### config.mk
export PLATFORM = sky130hd
export DESIGN_NAME = acc_burst
export DESIGN_NICKNAME = d
export VERILOG_FILES = /design/src/rtl/acc_burst.sv
export SDC_FILE = /design/constraint.sdc
export NUM_CORES = 1
export LEC_CHECK = 0
export CAP_MARGIN = 20
export CORE_UTILIZATION = 40
export CTS_CLUSTER_SIZE = 28
export DETAILED_ROUTE_END_ITERATION = 7
export MAX_ROUTING_LAYER = met4
export PLACE_DENSITY = 0.69
export SYNTH_ARGS = -nofsm -noshare
export SYNTH_HDL_FRONTEND = slang
export SYNTH_SLANG_ARGS = --single-unit
### constraint.sdc
create_clock -name clk -period 16.3 [get_ports clk]
set_clock_uncertainty 0.2 [all_clocks]
set_input_delay 2.445 -clock clk [delete_from_list [all_inputs] [get_ports clk]]
set_output_delay 2.445 -clock clk [all_outputs]
set_load 0.05 [all_outputs]
### src/rtl/acc_burst.sv
// Burst accumulator: folds a stream of signed operands into one sum through a
// ripple-carry adder, then offers the result and a sticky overflow flag.

module rca_add #(
  parameter int unsigned N = 32
) (
  input  logic [N-1:0] a,
  input  logic [N-1:0] b,
  output logic [N-1:0] s,
  output logic         ovf
);

  always_comb begin : ripple
    logic c;
    c = 1'b0;
    s = '0;
    for (int i = 0; i < N; i++) begin
      s[i] = a[i] ^ b[i] ^ c;
      c    = (a[i] & b[i]) | (c & (a[i] ^ b[i]));
    end
  end

  assign ovf = (a[N-1] == b[N-1]) & (s[N-1] != a[N-1]);

endmodule

module acc_burst #(
  parameter int unsigned N   = 32,
  parameter int unsigned LW  = 8,
  parameter bit          SAT = 1'b0
) (
  input  logic          clk,
  input  logic          rst_n,
  input  logic          start,
  input  logic [LW-1:0] len,
  input  logic          in_valid,
  output logic          in_ready,
  input  logic [N-1:0]  in_data,
  output logic          out_valid,
  input  logic          out_ready,
  output logic [N-1:0]  sum,
  output logic          ovf,
  output logic          busy
);

  typedef enum logic [1:0] {StIdle, StRun, StDone} state_e;

  state_e        state_q, state_d;
  logic [N-1:0]  acc_q, acc_d;
  logic [N-1:0]  sum_q, sum_d;
  logic [LW-1:0] rem_q, rem_d;
  logic          ovf_q, ovf_d;

  logic [N-1:0]  add_s;
  logic          add_ovf;
  logic [N-1:0]  acc_next;
  logic          beat;
  logic          last_beat;

  localparam logic [N-1:0] MaxVal = {1'b0, {(N-1){1'b1}}};
  localparam logic [N-1:0] MinVal = {1'b1, {(N-1){1'b0}}};

  rca_add #(
    .N (N)
  ) u_add (
    .a   (acc_q),
    .b   (in_data),
    .s   (add_s),
    .ovf (add_ovf)
  );

  // Overflow means both operands share a sign, so in_data's sign picks the rail.
  assign acc_next  = (SAT && add_ovf) ? (in_data[N-1] ? MinVal : MaxVal) : add_s;
  assign beat      = (state_q == StRun) & in_valid;
  assign last_beat = beat & (rem_q == LW'(1));

  always_ff @(posedge clk) begin
    if (!rst_n) begin
      state_q <= StIdle;
    end else begin
      state_q <= state_d;
    end
  end

  always_comb begin
    state_d = state_q;
    unique case (state_q)
      StIdle: begin
        if (start) state_d = (len != '0) ? StRun : StDone;
      end
      StRun: begin
        if (last_beat) state_d = StDone;
      end
      StDone: begin
        if (out_ready) state_d = StIdle;
      end
      default: state_d = StIdle;
    endcase
  end

  always_comb begin
    in_ready  = (state_q == StRun);
    out_valid = (state_q == StDone);
    busy      = (state_q != StIdle);
  end

  always_comb begin
    acc_d = acc_q;
    sum_d = sum_q;
    rem_d = rem_q;
    ovf_d = ovf_q;
    unique case (state_q)
      StIdle: begin
        if (start) begin
          ovf_d = 1'b0;
          if (len != '0) begin
            acc_d = '0;
            rem_d = len;
          end else begin
            sum_d = '0;
          end
        end
      end
      StRun: begin
        if (beat) begin
          acc_d = acc_next;
          ovf_d = ovf_q | add_ovf;
          rem_d = rem_q - LW'(1);
          if (last_beat) sum_d = acc_next;
        end
      end
      default: ;
    endcase
  end

  always_ff @(posedge clk) begin
    if (!rst_n) begin
      acc_q <= '0;
      sum_q <= '0;
      rem_q <= '0;
      ovf_q <= 1'b0;
    end else begin
      acc_q <= acc_d;
      sum_q <= sum_d;
      rem_q <= rem_d;
      ovf_q <= ovf_d;
    end
  end

  assign sum = sum_q;
  assign ovf = ovf_q;

endmodule

# After elaboration in Yosys (flattened, before gate mapping)
# Index checks and enable logic that the tools add are counted.
[op_classes] bitwise_logic=158 muxes=21 n_addsub=1 n_reduce_logical=8 eq_ne=11
[op_table] cell="$mux W32" count=7
[op_table] cell="$pmux W32 S2" count=2
[op_table] cell="$and A1 B1 Y1" count=64
[op_table] cell="$xor A1 B1 Y1" count=63
[op_table] cell="$or A1 B1 Y1" count=31
[op_table] cell="$mux W8" count=3
[op_table] cell="$pmux W8 S2" count=1
[op_table] cell="$eq A8 B1 Y1 const B" count=1
[op_table] cell="$mux W2" count=4
[op_table] cell="$reduce_bool A8 Y1" count=1
[op_table] cell="$sub A8 B1 Y8 const B" count=1
[op_table] cell="$ne A2 B1 Y1 const B" count=3
[op_table] cell="$ne A2 B2 Y1 const B" count=3
[op_table] cell="$pmux W2 S3" count=1
[op_table] cell="$reduce_and A3 Y1" count=2
[op_table] cell="$reduce_and A5 Y1" count=1
[op_table] cell="$reduce_and A4 Y1" count=1
[op_table] cell="$reduce_bool A2 Y1" count=2
[op_table] cell="$eq A2 B1 Y1 const B" count=1
[op_table] cell="$eq A2 B2 Y1 const B" count=1
[op_table] cell="$logic_not A2 Y1" count=1
[op_table] cell="$mux W1" count=2
[op_table] cell="$pmux W1 S2" count=1
[op_table] cell="$eq A1 B1 Y1" count=1
[op_table] cell="$ne A1 B1 Y1" count=1
[totals] in_bits=45 word_cells=204 reg_bits=75 output_inout_bits=36

# Logic depth before layout (Yosys ltp)
# Gate-level depths: netlist of run 1.
[logic_depth] ltp_word=67 depth_mapped=37 depth_no_buf=37

# Hierarchy
# Synthesis of run 1 repeated with hierarchy kept, for this count alone.
[unflattened] cells_unflattened=409 area_unflattened_um2=4080.2
[by_module_without_submodules] module="acc_burst" n_inst=1 cells_each=368 seq_area_each_um2=1501.4 area_each_um2=3414.5
[by_module_without_submodules] module="rca_add" n_inst=1 cells_each=41 seq_area_each_um2=0.0 area_each_um2=665.6

# Least setup slack after synthesis of run 1
# Ideal clock, no wire load.
[synth_path] path_type="input to register" from="input in_data[0]" to="register acc_q[31]" arrival_time_ps=14140 setup_ps=74 cell_stages=37 required_time_ps=16026 slack_ps=1886 path_cell_list="ha_1 inv_1 fa_1 fa_1 fa_1 fa_1 fa_1 fa_1 fa_1 fa_1 fa_1 fa_1 fa_1 fa_1 fa_1 fa_1 fa_1 fa_1 fa_1 fa_1 fa_1 fa_1 fa_1 fa_1 fa_1 fa_1 fa_1 fa_1 fa_1 fa_1 inv_1 fa_1 fa_1 xnor2_1 xnor2_1 nand3_1 o21ai_0"
[synth_between] elab_chain_len=64
[synth_rtl] item="from (decl)" line_no="38" text="input logic [N-1:0] in_data,"
[synth_rtl] item="$and A1 B1 Y1 (2 in a row)" line_no="19" text="c = (a[i] & b[i]) | (c & (a[i] ^ b[i]));"
[synth_rtl] item="$or A1 B1 Y1" line_no="19"
[synth_rtl] item="$and A1 B1 Y1" line_no="19"
[synth_rtl] item="$or A1 B1 Y1" line_no="19"
[synth_rtl] item="$and A1 B1 Y1" line_no="19"
[synth_rtl] item="$or A1 B1 Y1" line_no="19"
[synth_rtl] item="$and A1 B1 Y1" line_no="19"
[synth_rtl] item="$or A1 B1 Y1" line_no="19"
[synth_rtl] item="[... 47 more ...]"
[synth_rtl] item="$or A1 B1 Y1" line_no="19"
[synth_rtl] item="$and A1 B1 Y1" line_no="19"
[synth_rtl] item="$or A1 B1 Y1" line_no="19"
[synth_rtl] item="$and A1 B1 Y1" line_no="19"
[synth_rtl] item="$or A1 B1 Y1" line_no="19"
[synth_rtl] item="$xor A1 B1 Y1" line_no="18" text="s[i] = a[i] ^ b[i] ^ c;"
[synth_rtl] item="$mux W32" line_no="125" text="if (beat) begin"
[synth_rtl] item="$pmux W32 S2" line_no="112" text="unique case (state_q)"
[synth_rtl] item="to (signal assigned)" line_no="138" text="acc_q <= '0;"
[synth_rtl] item="to (signal assigned)" line_no="143" text="acc_q <= acc_d;"
[synth_rtl] item="to (decl)" line_no="49" text="logic [N-1:0] acc_q, acc_d;"
# Every way passes these cells. The select of a mux whose other input is x is not followed.
# A chain may end at the register's enable or synchronous reset.

# Worst setup path in the final report of run 1
# Same ends and word-level chain as after synthesis.

==> results of run 1 <==
==> metrics by stage <==
step,hold WS [ns],setup WS (ns),instance area (µm²)
after floorplan,0.2372,1.886,3943
after global placement,0.2450,1.055,4781
after detailed placement,0.2523,0.7982,4781
after CTS,0.2634,1.206,5006
after global routing,0.2861,0.6963,5026
final,0.2588,1.235,5026
==> cells in the mapped netlist (2+ instances only) <==
cell	n
mux2i_1	33
clkbuf_1	15
a21oi_1	8
fa_1	30
nor2b_1	3
buf_6	3
nand4b_1	2
o21ai_0	34
nor3_1	3
buf_1	3
nor4_2	2
or3_1	28
ha_1	3
nor2_1	12
inv_1	63
xnor2_1	2
nand2_1	43
buf_2	7
o22ai_1	5
nand2b_1	3
nand3_1	40
dfxtp_1	75
o21ai_1	4
==> power groups by stage <==
stage | Clock (W) | Combinational [W] | Sequential [W]
after global placement | 0 | 0.0000647 | 0.000199
after detailed placement | 0 | 0.0000668 | 0.000199
after global routing | 0.000174 | 0.0000773 | 0.000196
final | 0.000161 | 0.0000674 | 0.000195
after CTS | 0.000165 | 0.0000672 | 0.000195
after floorplan | 0 | 0.0000432 | 0.000198
==> cell families after synthesis <==
family | count (synthesis) | synth area share
adders and majority gates | 33 | 0.1619
buffers and inverters | 91 | 0.09457
muxes | 34 | 0.08664
and+or+nand+nor | 139 | 0.1771
xor gates and xnor gates | 2 | 0.004444
AOI/OAI and AO/OA | 63 | 0.09458
DFF | 75 | 0.3808
==> flip-flops by register name, summed over array words and instances (netlist names) <==
signal,flops
acc_q,32
rem_q,8
ovf,1
state_q,2
sum,32
==> layout make-up <==
class	count	share of cell area
Tap cell	129	0.03211
Inverter	63	0.04705
Clock buffer	10	0.02738
Sequential cell	75	0.2987
Timing Repair Buffer	83	0.1653
Clock inverter	6	0.01743
Multi-Input combinational cell	271	0.4120
==> critical path, delay by kind of cell <==
kind / cells / cell delay, ns
fa+ha+maj: 31 / 11.51
buf+inv: 3 / 0.59
xor+xnor: 2 / 0.28
compound gates: 1 / 0.18
simple gates: 1 / 0.10
==> per-layer routing <==
layer,track usage,vias to the layer above,share of wire
met5,-,-,0
met4,0.07804,0,0.019
met3,0.02761,14,0.044
met2,0.3066,74,0.49
met1,0.2256,1466,0.45
li1,-,1574,-
==> path summary, 6_finish.rpt <==
| path | startpoint | end | cells past startpoint |
|---|---|---|---|
| setup reg to reg | acc_q[0] | acc_q[31] | 37 |
| hold / removal | sum[27] | sum[27] | 2 |
| hold reg to reg | sum[27] | sum[27] | 2 |
| setup / recovery | in_data[0] | acc_q[31] | 38 |
==> results.json, run 1 <==
{
  "row_count": 35,
  "power.switching_w": 0.0001133,
  "synth_async_sr_flop_share": 0,
  "initial_utilization": 0.4187,
  "status": "finished clean",
  "regArea_um2": 1501,
  "critPathSlowestCell": "clkdlybuf4s50_1",
  "clockPowerShare": 0.381,
  "pin_count": 81,
  "ant_nets": 0,
  "leakagePower_nw": 1.993,
  "io_buffers": 80,
  "cts_resized": 0,
  "nNetsFinal": 581,
  "dp.cells": 620,
  "internal_power_w": 0.0003102,
  "multi_input_area_um2": 2071,
  "finish.utilization": 0.5338,
  "grt_pass1_vias": 3203,
  "cpPeakStageDelay_ns": 0.46,
  "hold_viol": 0,
  "worst_skew_pair.late_latency_ns": 0.35,
  "critical_path_arrival_ns": 15.14,
  "drt_wl_total_mm": 8.318,
  "gp_congestion": 0.8210,
  "tightestPinTransition_ns": 1.031,
  "synth.avg_cell_area_um2": 9.022,
  "finalCritPeriodShare": 0.9243,
  "drc_errors": 0,
  "maxSlewHeadroom": 0.3125,
  "dp_hpwl_mm": 5.826,
  "p_total_w": 0.0004235,
  "firstDrtPassIters": 4,
  "routed_via_density": 4.911,
  "die_height_um": 101.3,
  "mostFrequentLayoutCells": "79 x clkdlybuf4s50_1, 75 x dfxtp_1, 63 x inv_1, 43 x nand2_1, 40 x nand3_1",
  "synth-edff-count": 0,
  "dr.first_iter.drc_count": 111,
  "synth_area_leaders": "dfxtp_1 38%, fa_1 15%, mux2i_1 8.4%",
  "p_sw_frac": 0.2676,
  "dieArea_um2": 10260,
  "crit_fanout": 3,
  "final_common_cell": "clkdlybuf4s50_1",
  "slew_viol_final": 0,
  "num-fill-cells": 908,
  "overflow": 0,
  "powerDensity_nw_per_um2": 84.26,
  "cts_setup_buffers": 0,
  "yosysTopAreaCell": "dfxtp_1",
  "routed-via-count": 3128,
  "synth_nets": 515,
  "fin_setup_tns_ns": 0,
  "synth_ff_type": "dfxtp_1",
  "htreeDepth": 3,
  "holdCritPathClass": "flip-flop to flip-flop",
  "syn_inst": 437,
  "critPathKind": "input port to flip-flop",
  "grt_max_degree": 74,
  "grt_use_total": 0.1853,
  "drive_gt1_frac": 0.05512,
  "ys_seq_elements": 75,
  "synthToLayoutAreaGrowth_pct": 27.48,
  "grt_setup_unrepaired": "no",
  "p_comb_frac": 0.159,
  "die_width_um": 101.3,
  "cts-root-to-sink-buffers": 2,
  "yosys_warnings": 0,
  "holdBufCountCts": 0,
  "grt_pass1_wl_mm": 14.52,
  "root_buffer": "clkbuf_8",
  "coreArea_um2": 9415,
  "num_antenna_cells": 0,
  "clock_sinks": 75,
  "final_cells": 637,
  "netlist_area_um2": 3943,
  "cts_tree": "done",
  "cp_common_cell": "fa_1",
  "seqPwrFrac": 0.460,
  "synthDistinctLibCells": 39,
  "max_cap_viol_count": 0,
  "required_ns": 16.38,
  "critPathCaptureType": "flip-flop",
  "synth_seq_area_share": 0.3808,
  "cts_buffers": 9,
  "netlist.area_leader.share": 0.3808,
  "antenna_found_initial": 0,
  "reg2reg_slack_ns": 3.44,
  "fin_crit_ns": 15.07,
  "ir_worst_vdd_mv": 0.03676,
  "startpoint_type": "input port",
  "setup_viol": 0,
  "wl_per_cell_um": 13.06,
  "clock.fmax_mhz": 66.38,
  "clk_pin_slew_worst_paths_ns": 0.08
}
No activity file was read; power rests on OpenSTA's default activity.
==> run 2: changes to the inputs <==
ABC_AREA = 1   (was not set)
CORE_UTILIZATION = 52   (was 40)
PLACE_DENSITY = 0.84   (was 0.69)
SYNTH_HIERARCHICAL = 1   (was not set)
==> results.json, run 2 <==
{
  "cpPeakStageDelay_ns": 0.43,
  "overflow": 0,
  "drive_gt1_frac": 0.03994,
  "grt_setup_unrepaired": "no",
  "clk_pin_slew_worst_paths_ns": 0.08,
  "nNetsFinal": 725,
  "yosys_warnings": 6,
  "path_buf_inv": 5,
  "drc_errors": 0,
  "root_buffer": "clkbuf_8",
  "routed_via_density": 4.843,
  "reg2reg_slack_ns": 3.02,
  "min_path_cells": 2,
  "slew_viol_final": 0,
  "synth_area_leaders": "dfxtp_1 37%, nor2_1 15%, fa_1 15%",
  "crit_fanout": 3,
  "critical_path_arrival_ns": 15.49,
  "worstReg2RegEnd": "acc_q[31]",
  "holdPathEnd": "rem_q[6]",
  "row_count": 31,
  "powerDensity_nw_per_um2": 141.2,
  "post_dp_cell_area_um2": 4851,
  "dp_hpwl_mm": 6.289,
  "cts_tree": "done",
  "synth-edff-count": 0,
  "grt_pass1_wl_mm": 15.72,
  "tightestPinTransition_ns": 1.016,
  "max_cap_viol_count": 0,
  "p_total_w": 0.0007187,
  "grt_use_total": 0.2457,
  "required_ns": 16.37,
  "synthToLayoutAreaGrowth_pct": 25.08,
  "grt_pass1_vias": 3487,
  "htreeDepth": 3,
  "cts_setup_buffers": 0,
  "syn_inst": 581,
  "final_common_cell": "nor2_1",
  "antenna_found_initial": 0,
  "finish.utilization": 0.6872,
  "fin_crit_ns": 15.42,
  "fin_setup_tns_ns": 0,
  "final_cells": 750,
  "netlist.area_leader.share": 0.3689,
  "yosysMostFrequentCell": "nor2_1",
  "num-fill-cells": 605,
  "wl_per_cell_um": 12.30,
  "ys_top_cells_by_count": "161 x nor2_1, 125 x nand2_1, 87 x inv_1",
  "cts_buffers": 9,
  "cpLargestDelayFamily": "adder cells",
  "io_buffers": 80,
  "timing.rr.start": "acc_q[0]",
  "maxSlewHeadroom": 0.3229,
  "drt_wl_total_mm": 9.225,
  "status": "finished clean",
  "yosysTopAreaCell": "dfxtp_1",
  "hold_viol": 0,
  "finalCritPeriodShare": 0.9461,
  "dr.first_iter.drc_count": 134,
  "synth.avg_cell_area_um2": 7.005,
  "holdBufCountCts": 0,
  "reg2reg_depth": 40,
  "final_area_um2": 5091,
  "dieArea_um2": 8185,
  "synth_nets": 659,
  "ant_nets": 0,
  "grt_max_degree": 61,
  "coreArea_um2": 7408,
  "critPathCaptureType": "flip-flop",
  "clock_sinks": 75,
  "num_antenna_cells": 0,
  "netlist_area_um2": 4070,
  "worst-path-stages": 41,
  "setup_viol": 0,
  "dp.cells": 735,
  "gp_congestion": 0.8448,
  "worst_skew_pair.late_latency_ns": 0.35,
  "initial_utilization": 0.5494,
  "die_height_um": 90.47,
  "cts-root-to-sink-buffers": 2,
  "synthDistinctLibCells": 18,
  "startpoint_type": "input port",
  "cp_common_cell": "fa_1",
  "firstDrtPassIters": 4,
  "leakagePower_nw": 2.507,
  "cts_resized": 0,
  "min_from": "rem_q[6]",
  "clock.fmax_mhz": 64.84,
  "critPathSlowestCell": "fa_1",
  "synth_ff_type": "dfxtp_1",
  "ir_worst_vdd_mv": 0.08708,
  "holdCritPathClass": "flip-flop to flip-flop",
  "critPathKind": "input port to flip-flop",
  "synth_async_sr_flop_share": 0,
  "mostFrequentLayoutCells": "161 x nor2_1, 125 x nand2_1, 87 x inv_1, 79 x clkdlybuf4s50_1, 75 x dfxtp_1",
  "die_width_um": 90.47,
  "synth_seq_area_share": 0.3689,
  "ys_seq_elements": 75,
  "routed-via-count": 3632,
  "pin_count": 81
}
==> run 2: cell count changes in the layout (fill, tap and decap cells not counted), sizes merged, moves of 12 or more <==
cell / delta
a21oi: +12
nand3: -31
nor2: +151
inv: +26
mux2i: -33
or3: -28
nand2: +85
==> run 2: power by group <==
part,internal (W),switching (W)
clock,0.000105,0.0000694
combinational,0.000104,0.000198
sequential,0.000218,0.0000241
total,0.000427,0.000291
==> run 2: worst max path at each step <==
stage                            to  slack [ns]       start
final                     acc_q[31]        0.88  in_data[0]
after global routing      acc_q[31]        0.41  in_data[0]
after CTS                 acc_q[31]        0.92  in_data[0]
after detailed placement  acc_q[31]        0.65  in_data[0]
after global placement    acc_q[31]        0.87  in_data[0]
after floorplan           acc_q[31]        1.67  in_data[0]
==> run 2: per-stage QoR <==
step | setup WS [ns] | hold slack [ns]
after floorplan | 1.671 | 0.2391
after global placement | 0.8713 | 0.2541
after detailed placement | 0.6502 | 0.2598
after CTS | 0.9169 | 0.2690
after global routing | 0.4118 | 0.2782
final | 0.8780 | 0.2715
==> run 2: tightest hold or removal path, cell delays in order (launching register included) <==
cell     delay [ns]
dfxtp_1        0.32
nand2_1        0.06
a21oi_1        0.05
==> run 2: layout make-up <==
| cell class | count | area [µm²] | area share |
|---|---|---|---|
| inverter | 90 | 337.8 | 0.06636 |
| tap | 99 | 123.9 | 0.02433 |
| clock inverter | 4 | 98.84 | 0.01942 |
| sequential | 75 | 1501 | 0.2949 |
| multi-input combinational | 390 | 2085 | 0.4094 |
| clock buffer | 11 | 141.4 | 0.02777 |
| timing repair buffer | 81 | 803.3 | 0.1578 |
==> run 2: cells by family (layout without fill, tap and decap cells) <==
family                   after synthesis  count (layout)  synth area share
flip-flops                            75              75            0.3689
AND/OR/NAND/NOR                      301             301            0.2844
adder cells (fa/ha/maj)               33              33            0.1568
buffers and inverters                116             186            0.1202
AO/OA/AOI/OAI                         56              56           0.06978
==> run 2: routing by layer <==
metal / GRT usage / vias to the layer above / wire, µm
met5: - / - / 0
met4: 0.06452 / 0 / 129
met3: 0.05640 / 14 / 542
met2: 0.4116 / 108 / 4532
met1: 0.2978 / 1675 / 4020
li1: - / 1835 / -
==> run 3: changes to the inputs <==
CTS_CLUSTER_DIAMETER = 80   (was not set)
==> results of run 3 <==
Same layout as run 2: the final DEF is identical, and so are final timing and power.
